[config.mk]
export PLATFORM = sky130hd
export DESIGN_NAME = bcd_chain_ctrl
export DESIGN_NICKNAME = d
export VERILOG_FILES = /design/src/rtl/bcd_ctrl_pkg.sv /design/src/rtl/bcd_digit.sv /design/src/rtl/bcd_chain_ctrl.sv
export SDC_FILE = /design/constraint.sdc
export NUM_CORES = 1
export LEC_CHECK = 0
export BUFFER_PORTS_ARGS = -buffer_cell sky130_fd_sc_hd__buf_4
export CAP_MARGIN = 10
export CORE_MARGIN = 4
export CORE_UTILIZATION = 50
export CTS_CLUSTER_SIZE = 20
export DETAILED_ROUTE_END_ITERATION = 6
export PLACE_DENSITY = 0.84
export SLEW_MARGIN = 20
export SYNTH_ARGS = -nofsm -noshare
export SYNTH_HDL_FRONTEND = slang
export SYNTH_SLANG_ARGS = --single-unit
[constraint.sdc]
create_clock -name clk -period 8.1 [get_ports clk]
set_clock_uncertainty 0.2 [all_clocks]
set_input_delay 2.43 -clock clk [delete_from_list [all_inputs] [get_ports clk]]
set_output_delay 2.43 -clock clk [all_outputs]
set_load 0.01 [all_outputs]
[src/rtl/bcd_ctrl_pkg.sv]
// Shared types and constants for the BCD chain controller.
//   state_t       : controller FSM states
//   CMD_*         : command opcodes carried on cmd_op
//   BCD_MAX       : largest legal BCD digit value
package bcd_ctrl_pkg;

    typedef enum logic [1:0] {
        IDLE   = 2'd0,
        RUN    = 2'd1,
        PAUSE  = 2'd2,
        FINISH = 2'd3
    } state_t;

    localparam logic [1:0] CMD_START = 2'b00;
    localparam logic [1:0] CMD_STOP  = 2'b01;
    localparam logic [1:0] CMD_CLEAR = 2'b10;
    localparam logic [1:0] CMD_SNAP  = 2'b11;

    localparam logic [3:0] BCD_MAX = 4'd9;

    // Value a digit takes after this edge, given its own carry-in and carry-out.
    function automatic logic [3:0] bcd_digit_next(input logic [3:0] d,
                                                  input logic       en_in,
                                                  input logic       en_out);
        logic [3:0] nxt;
        if (en_out) begin
            nxt = 4'd0;
        end else if (en_in) begin
            nxt = d + 4'd1;
        end else begin
            nxt = d;
        end
        return nxt;
    endfunction

endpackage

[src/rtl/bcd_digit.sv]
// One decade of the BCD counter chain.
//   clk, rst : clock, asynchronous active-high reset
//   clr      : synchronous clear to 0 (dominates en_in)
//   en_in    : carry/enable from the previous digit (or the tick for digit 0)
//   digit    : registered BCD value 0..9
//   en_out   : carry to the next digit, en_in while this digit sits at 9
module bcd_digit
    import bcd_ctrl_pkg::*;
(
    input  logic       clk,
    input  logic       rst,
    input  logic       clr,
    input  logic       en_in,
    output logic [3:0] digit,
    output logic       en_out
);

    // Digit register: clear wins, otherwise count 0..9 and roll over.
    always_ff @(posedge clk or posedge rst) begin
        if (rst) begin
            digit <= 4'd0;
        end else if (clr) begin
            digit <= 4'd0;
        end else if (en_in) begin
            digit <= (digit == BCD_MAX) ? 4'd0 : digit + 4'd1;
        end else begin
            digit <= digit;
        end
    end

    assign en_out = en_in & (digit == BCD_MAX);

endmodule

[src/rtl/bcd_chain_ctrl.sv]
// Command-driven sequencer for a cascade of BCD digit counters.
//   DIGITS     : number of BCD digits (>= 1)
//   PRESC      : count advances once every PRESC cycles while running (>= 1)
//   clk, rst   : clock, asynchronous active-high reset
//   cmd_valid, cmd_ready, cmd_op : command handshake (START/STOP/CLEAR/SNAP)
//   limit      : BCD terminal value, captured on an accepted START
//   count      : live BCD count, digit 0 in bits [3:0]
//   snap, snap_valid : captured count and its one-cycle strobe
//   running    : high while in RUN
//   done       : one-cycle pulse when the count reaches the terminal value
module bcd_chain_ctrl
    import bcd_ctrl_pkg::*;
#(
    parameter int DIGITS = 4,
    parameter int PRESC  = 1
) (
    input  logic                  clk,
    input  logic                  rst,
    input  logic                  cmd_valid,
    output logic                  cmd_ready,
    input  logic [1:0]            cmd_op,
    input  logic [4*DIGITS-1:0]   limit,
    output logic [4*DIGITS-1:0]   count,
    output logic [4*DIGITS-1:0]   snap,
    output logic                  snap_valid,
    output logic                  running,
    output logic                  done
);

    localparam int W  = 4 * DIGITS;
    localparam int PW = (PRESC > 1) ? $clog2(PRESC) : 1;
    localparam logic [PW-1:0] PRESC_LAST = PW'(PRESC - 1);

    state_t          state_r;
    logic [PW-1:0]   presc_r;
    logic [W-1:0]    limit_q_r;
    logic [W-1:0]    snap_r;
    logic            snap_valid_r;
    logic            running_r;
    logic            done_r;

    logic            accept_s;
    logic            start_s;
    logic            stop_s;
    logic            clear_s;
    logic            snap_cmd_s;
    logic            tick_raw_s;
    logic            tick_s;
    logic            reach_s;
    logic [DIGITS-1:0] en_in_s;
    logic [DIGITS-1:0] en_out_s;
    logic [W-1:0]    next_count_s;

    assign cmd_ready  = (state_r != FINISH);
    assign accept_s   = cmd_valid & cmd_ready;
    assign start_s    = accept_s & (cmd_op == CMD_START);
    assign stop_s     = accept_s & (cmd_op == CMD_STOP);
    assign clear_s    = accept_s & (cmd_op == CMD_CLEAR);
    assign snap_cmd_s = accept_s & (cmd_op == CMD_SNAP);

    // A STOP or CLEAR on the tick edge suppresses the increment.
    assign tick_raw_s = (state_r == RUN) & (presc_r == PRESC_LAST);
    assign tick_s     = tick_raw_s & ~stop_s & ~clear_s;

    // Digit chain with combinational carry ripple; next_count_s mirrors
    // what the digits will hold after this edge, for the limit compare.
    genvar gi;
    generate
        for (gi = 0; gi < DIGITS; gi++) begin : g_digit
            if (gi == 0) begin : g_first
                assign en_in_s[gi] = tick_s;
            end else begin : g_rest
                assign en_in_s[gi] = en_out_s[gi-1];
            end

            bcd_digit u_digit (
                .clk    (clk),
                .rst    (rst),
                .clr    (clear_s),
                .en_in  (en_in_s[gi]),
                .digit  (count[4*gi +: 4]),
                .en_out (en_out_s[gi])
            );

            assign next_count_s[4*gi +: 4] =
                bcd_digit_next(count[4*gi +: 4], en_in_s[gi], en_out_s[gi]);
        end
    endgenerate

    // Comparing the post-increment value means a limit equal to the start
    // count needs a full wrap, and a limit digit above 9 never matches.
    assign reach_s = tick_s & (next_count_s == limit_q_r);

    // Controller FSM, prescaler, limit latch and snapshot register.
    always_ff @(posedge clk or posedge rst) begin
        if (rst) begin
            state_r      <= IDLE;
            presc_r      <= '0;
            limit_q_r    <= '0;
            snap_r       <= '0;
            snap_valid_r <= 1'b0;
            running_r    <= 1'b0;
            done_r       <= 1'b0;
        end else begin
            done_r       <= 1'b0;
            snap_valid_r <= snap_cmd_s;
            if (snap_cmd_s) begin
                snap_r <= count;
            end
            case (state_r)
                IDLE: begin
                    if (start_s) begin
                        limit_q_r <= limit;
                        presc_r   <= '0;
                        state_r   <= RUN;
                        running_r <= 1'b1;
                    end
                end
                RUN: begin
                    if (clear_s) begin
                        presc_r <= '0;
                    end else if (stop_s) begin
                        state_r   <= PAUSE;
                        running_r <= 1'b0;
                    end else begin
                        presc_r <= tick_raw_s ? '0 : presc_r + PW'(1);
                        if (reach_s) begin
                            state_r   <= FINISH;
                            running_r <= 1'b0;
                            done_r    <= 1'b1;
                        end
                    end
                end
                PAUSE: begin
                    // Prescaler keeps its phase across the pause.
                    if (start_s) begin
                        limit_q_r <= limit;
                        state_r   <= RUN;
                        running_r <= 1'b1;
                    end else if (clear_s) begin
                        state_r <= IDLE;
                    end
                end
                FINISH: begin
                    state_r <= IDLE;
                end
                default: begin
                    state_r   <= IDLE;
                    running_r <= 1'b0;
                end
            endcase
        end
    end

    assign snap       = snap_r;
    assign snap_valid = snap_valid_r;
    assign running    = running_r;
    assign done       = done_r;

endmodule

==> results by group <==
Run status
  – Status: finished clean

STA
  – Final period utilization: about three fifths
  – Worst Max-Slew Pin Slew: 0.911 ns
  – Final min period: between 4 and 5 ns
  – RSZ-0062 raised after global routing: no
  – Setup_tns: 0 ns
  – Hold_ws: approximately 0.29 ns
  – Slew HR: 39.0%
  – Max Slew Vio Count: 0
  – FMAX: between 200 and 250 MHz
  – Final Hold Viols: 0
  – Final setup violation count: 0

Setup path
  – Crit Path Category: input pin to flop
  – Crit path launch type: input pin
  – Crit path from: cmd_op[1]
  – R2R depth: 9
  – Worst R2R Start: g_digit[0].u_digit.digit[0]
  – Critical path peak fanout: 10
  – Req. time, crit path: ~8.1 ns
  – CP Data Arrival Time: ~4.8 ns
  – Worst setup EP type: flop

Run
  – Max-Cap Viols: 0

Global route
  – Total GRT Usage: 20.7%
  – GR Overflow Total: 0
  – Pin count of the biggest net entering global routing: between 50 and 60
  – Initial antenna violation count: 0
  – Wire length of the first global-routing pass: about 12 mm
  – Vias in the first global route: around 2500

Yosys
  – Top cell type by total area after synthesis: dfrtp_1
  – Most used DFF post-synth: dfrtp_1
  – Seq/Total Area, Yosys: a little under half
  – Post-synthesis cell count: ~300
  – Flops & latches, synth: 54
  – Largest cells by area after synthesis: dfrtp_1 45%, mux2_2 9.4%, ha_1 3.4%
  – Commonest cells post-synth: 54 x dfrtp_1, 26 x nand2_1, 25 x mux2_2
  – Post-synth EDFFs: 0
  – Async SR Flop Fraction: 100%
  – Count leader, synth: dfrtp_1
  – Synth top area share: between 40% and 50%
  – Mean Syn Cell Area: around 10 um^2
  – Synthesized area: between 2000 and 3000 um^2
  – Syn. warnings: 0
  – Distinct cell type count after synthesis: 52
  – Synthesized Nets: about 330

Clock network
  – Post-cts gate resize count: 0
  – TritonCTS Buffers: 5
  – Post-CTS Setup Inserts: 0
  – Clock transition at the registers of the reported paths: 0.10 ns
  – Clk root buf: clkbuf_8
  – Htree depth: 2
  – Clock insertion delay at the later pin of the skew report: roughly 0.31 ns
  – Clock buffer depth: 2
  – CTS tree: yes
  – Hold Buf Count CTS: 0
  – Sink Count: between 50 and 60

Routing
  – Initial DRC Count: roughly 240
  – Via/cell ratio: about 6.0
  – Drt drc: 0
  – Post-Route WL: approximately 7.2 mm
  – DR pass1 iterations: 5
  – WL/cell: between 15 and 20 um
  – Via count: 2524
  – Remaining antenna violation count after routing: 0

Layout
  – Multi-input logic area: roughly 1500 um^2
  – Fill cell count: around 470
  – Layout cells sized above 1: 28.7%
  – Final Non-Filler Cells: between 400 and 500
  – Final net count: 380
  – Area delta synth->final: 21.3%
  – N_diodes: 0
  – Reg area: around 1400 um^2

Hold path
  – Hold path start: snap[1]
  – Worst Hold Path Cells: 2
  – Min-delay worst type: flop to flop

Power
  – Worst vdd ir: 0.140 mV
  – Pwr/cell area: ~220 nW/um^2
  – Leak pwr: 1.64 nW

Place
  – GP Congestion: slightly below 1
  – Hpwl dp: between 5 and 6 mm
  – Placed Instances: 415
  – PortBufs: 56

Floorplan
  – Cell Rows: 27
  – # IOs: 57
  – Chip Height: about 85 um
  – Initial Util: between 50% and 60%
  – Total core area: 5640 um^2
  – Die width: ~85 um
  – Die ar.: roughly 7300 um^2
## per-layer routing
| layer | vias to the layer above | track usage [%] | part of all wire [%] |
|---|---|---|---|
| li1 | 1194 | - | - |
| met1 | 1198 | 28.7 | 44 |
| met2 | 115 | 32.4 | 47 |
| met3 | 17 | 4.37 | 7.7 |
| met4 | 0 | 6.91 | 1.6 |
| met5 | - | 0 | 0 |
## area by class of cell
cell class / count / area share, %
multi-input combinational: 218 / 42.5
sequential: 54 / 37.4
timing repair buffer: 58 / 12.1
tap: 72 / 2.49
clock buffer: 6 / 2.28
clock inverter: 2 / 1.66
inverter: 14 / 1.49
## power breakdown
part           internal (mW)  switching, mW
Combinational          0.111         0.0927
Clock                  0.132         0.0876
Sequential             0.317         0.0568
## path summary, 6_finish.rpt
path                                                    end  slack, ns
worst min register to register                      snap[1]       0.29
worst max register to register                   state_r[1]       4.78
max in group asynchronous       g_digit[2].u_digit.digit[2]       5.07
worst max-delay path                             state_r[1]       3.29
min in group asynchronous       g_digit[0].u_digit.digit[2]       2.09
worst min-delay path                                snap[1]       0.29
## critical path: stages
cell	delay, ns
buf_4	0.15
xor2_1	0.41
a2111oi_2	0.19
and3_1	0.23
or4_1	0.39
a2111oi_0	0.46
nand4_1	0.23
o22ai_1	0.21
o2bb2ai_1	0.14
## registers in the layout, summed over array words and instances, names as in the netlist
signal and count:
state_r 2, g_digit.u_digit.digit 16, snap_valid 1, presc_r 1
done 1, running 1, limit_q_r 16, snap 16
## cells by family (layout without fill, tap and decap cells)
group	count (synthesis)	count (layout)	share of synthesized area [%]
XOR/XNOR	10	10	2.94
AO/OA/AOI/OAI	70	70	15.8
AND/OR/NAND/NOR	99	99	17.8
flip-flops	54	54	45.3
multiplexers	31	31	11.5
adder cells (fa/ha/maj)	8	8	3.36
buffers and inverters	24	80	3.23
## metrics by stage
step | setup slack, ns | area, um^2 | utilization [%] | power, mW
floorplan | 3.21 | 2980 | - | 0.506
global placement | 3.10 | 3460 | 61.3 | 0.575
detailed placement | 3.03 | 3460 | 61.3 | 0.583
CTS | 3.34 | 3600 | 63.9 | 0.801
global route | 3.19 | 3610 | 64.1 | 0.843
finish | 3.29 | 3610 | 64.1 | 0.797
## layout by cell type, fill, tap and decap left out, types with 3 or more instances in the layout
cell type / n
or3_1: 4
xnor2_1: 7
nand3b_1: 3
o31ai_1: 4
nor2b_1: 5
dfrtp_1: 54
a21oi_1: 15
nand4_1: 4
mux2i_1: 6
ha_1: 8
o21ai_0: 19
nand2_1: 26
buf_4: 57
mux2_2: 25
nor2_1: 23
a211oi_1: 3
clkbuf_8: 6
xor2_1: 3
nand2b_1: 3
o22ai_1: 6
nand4b_1: 5
inv_1: 13
nor3_1: 4
and3b_1: 3
nand3_1: 6
No activity file was read; power rests on OpenSTA's default activity.
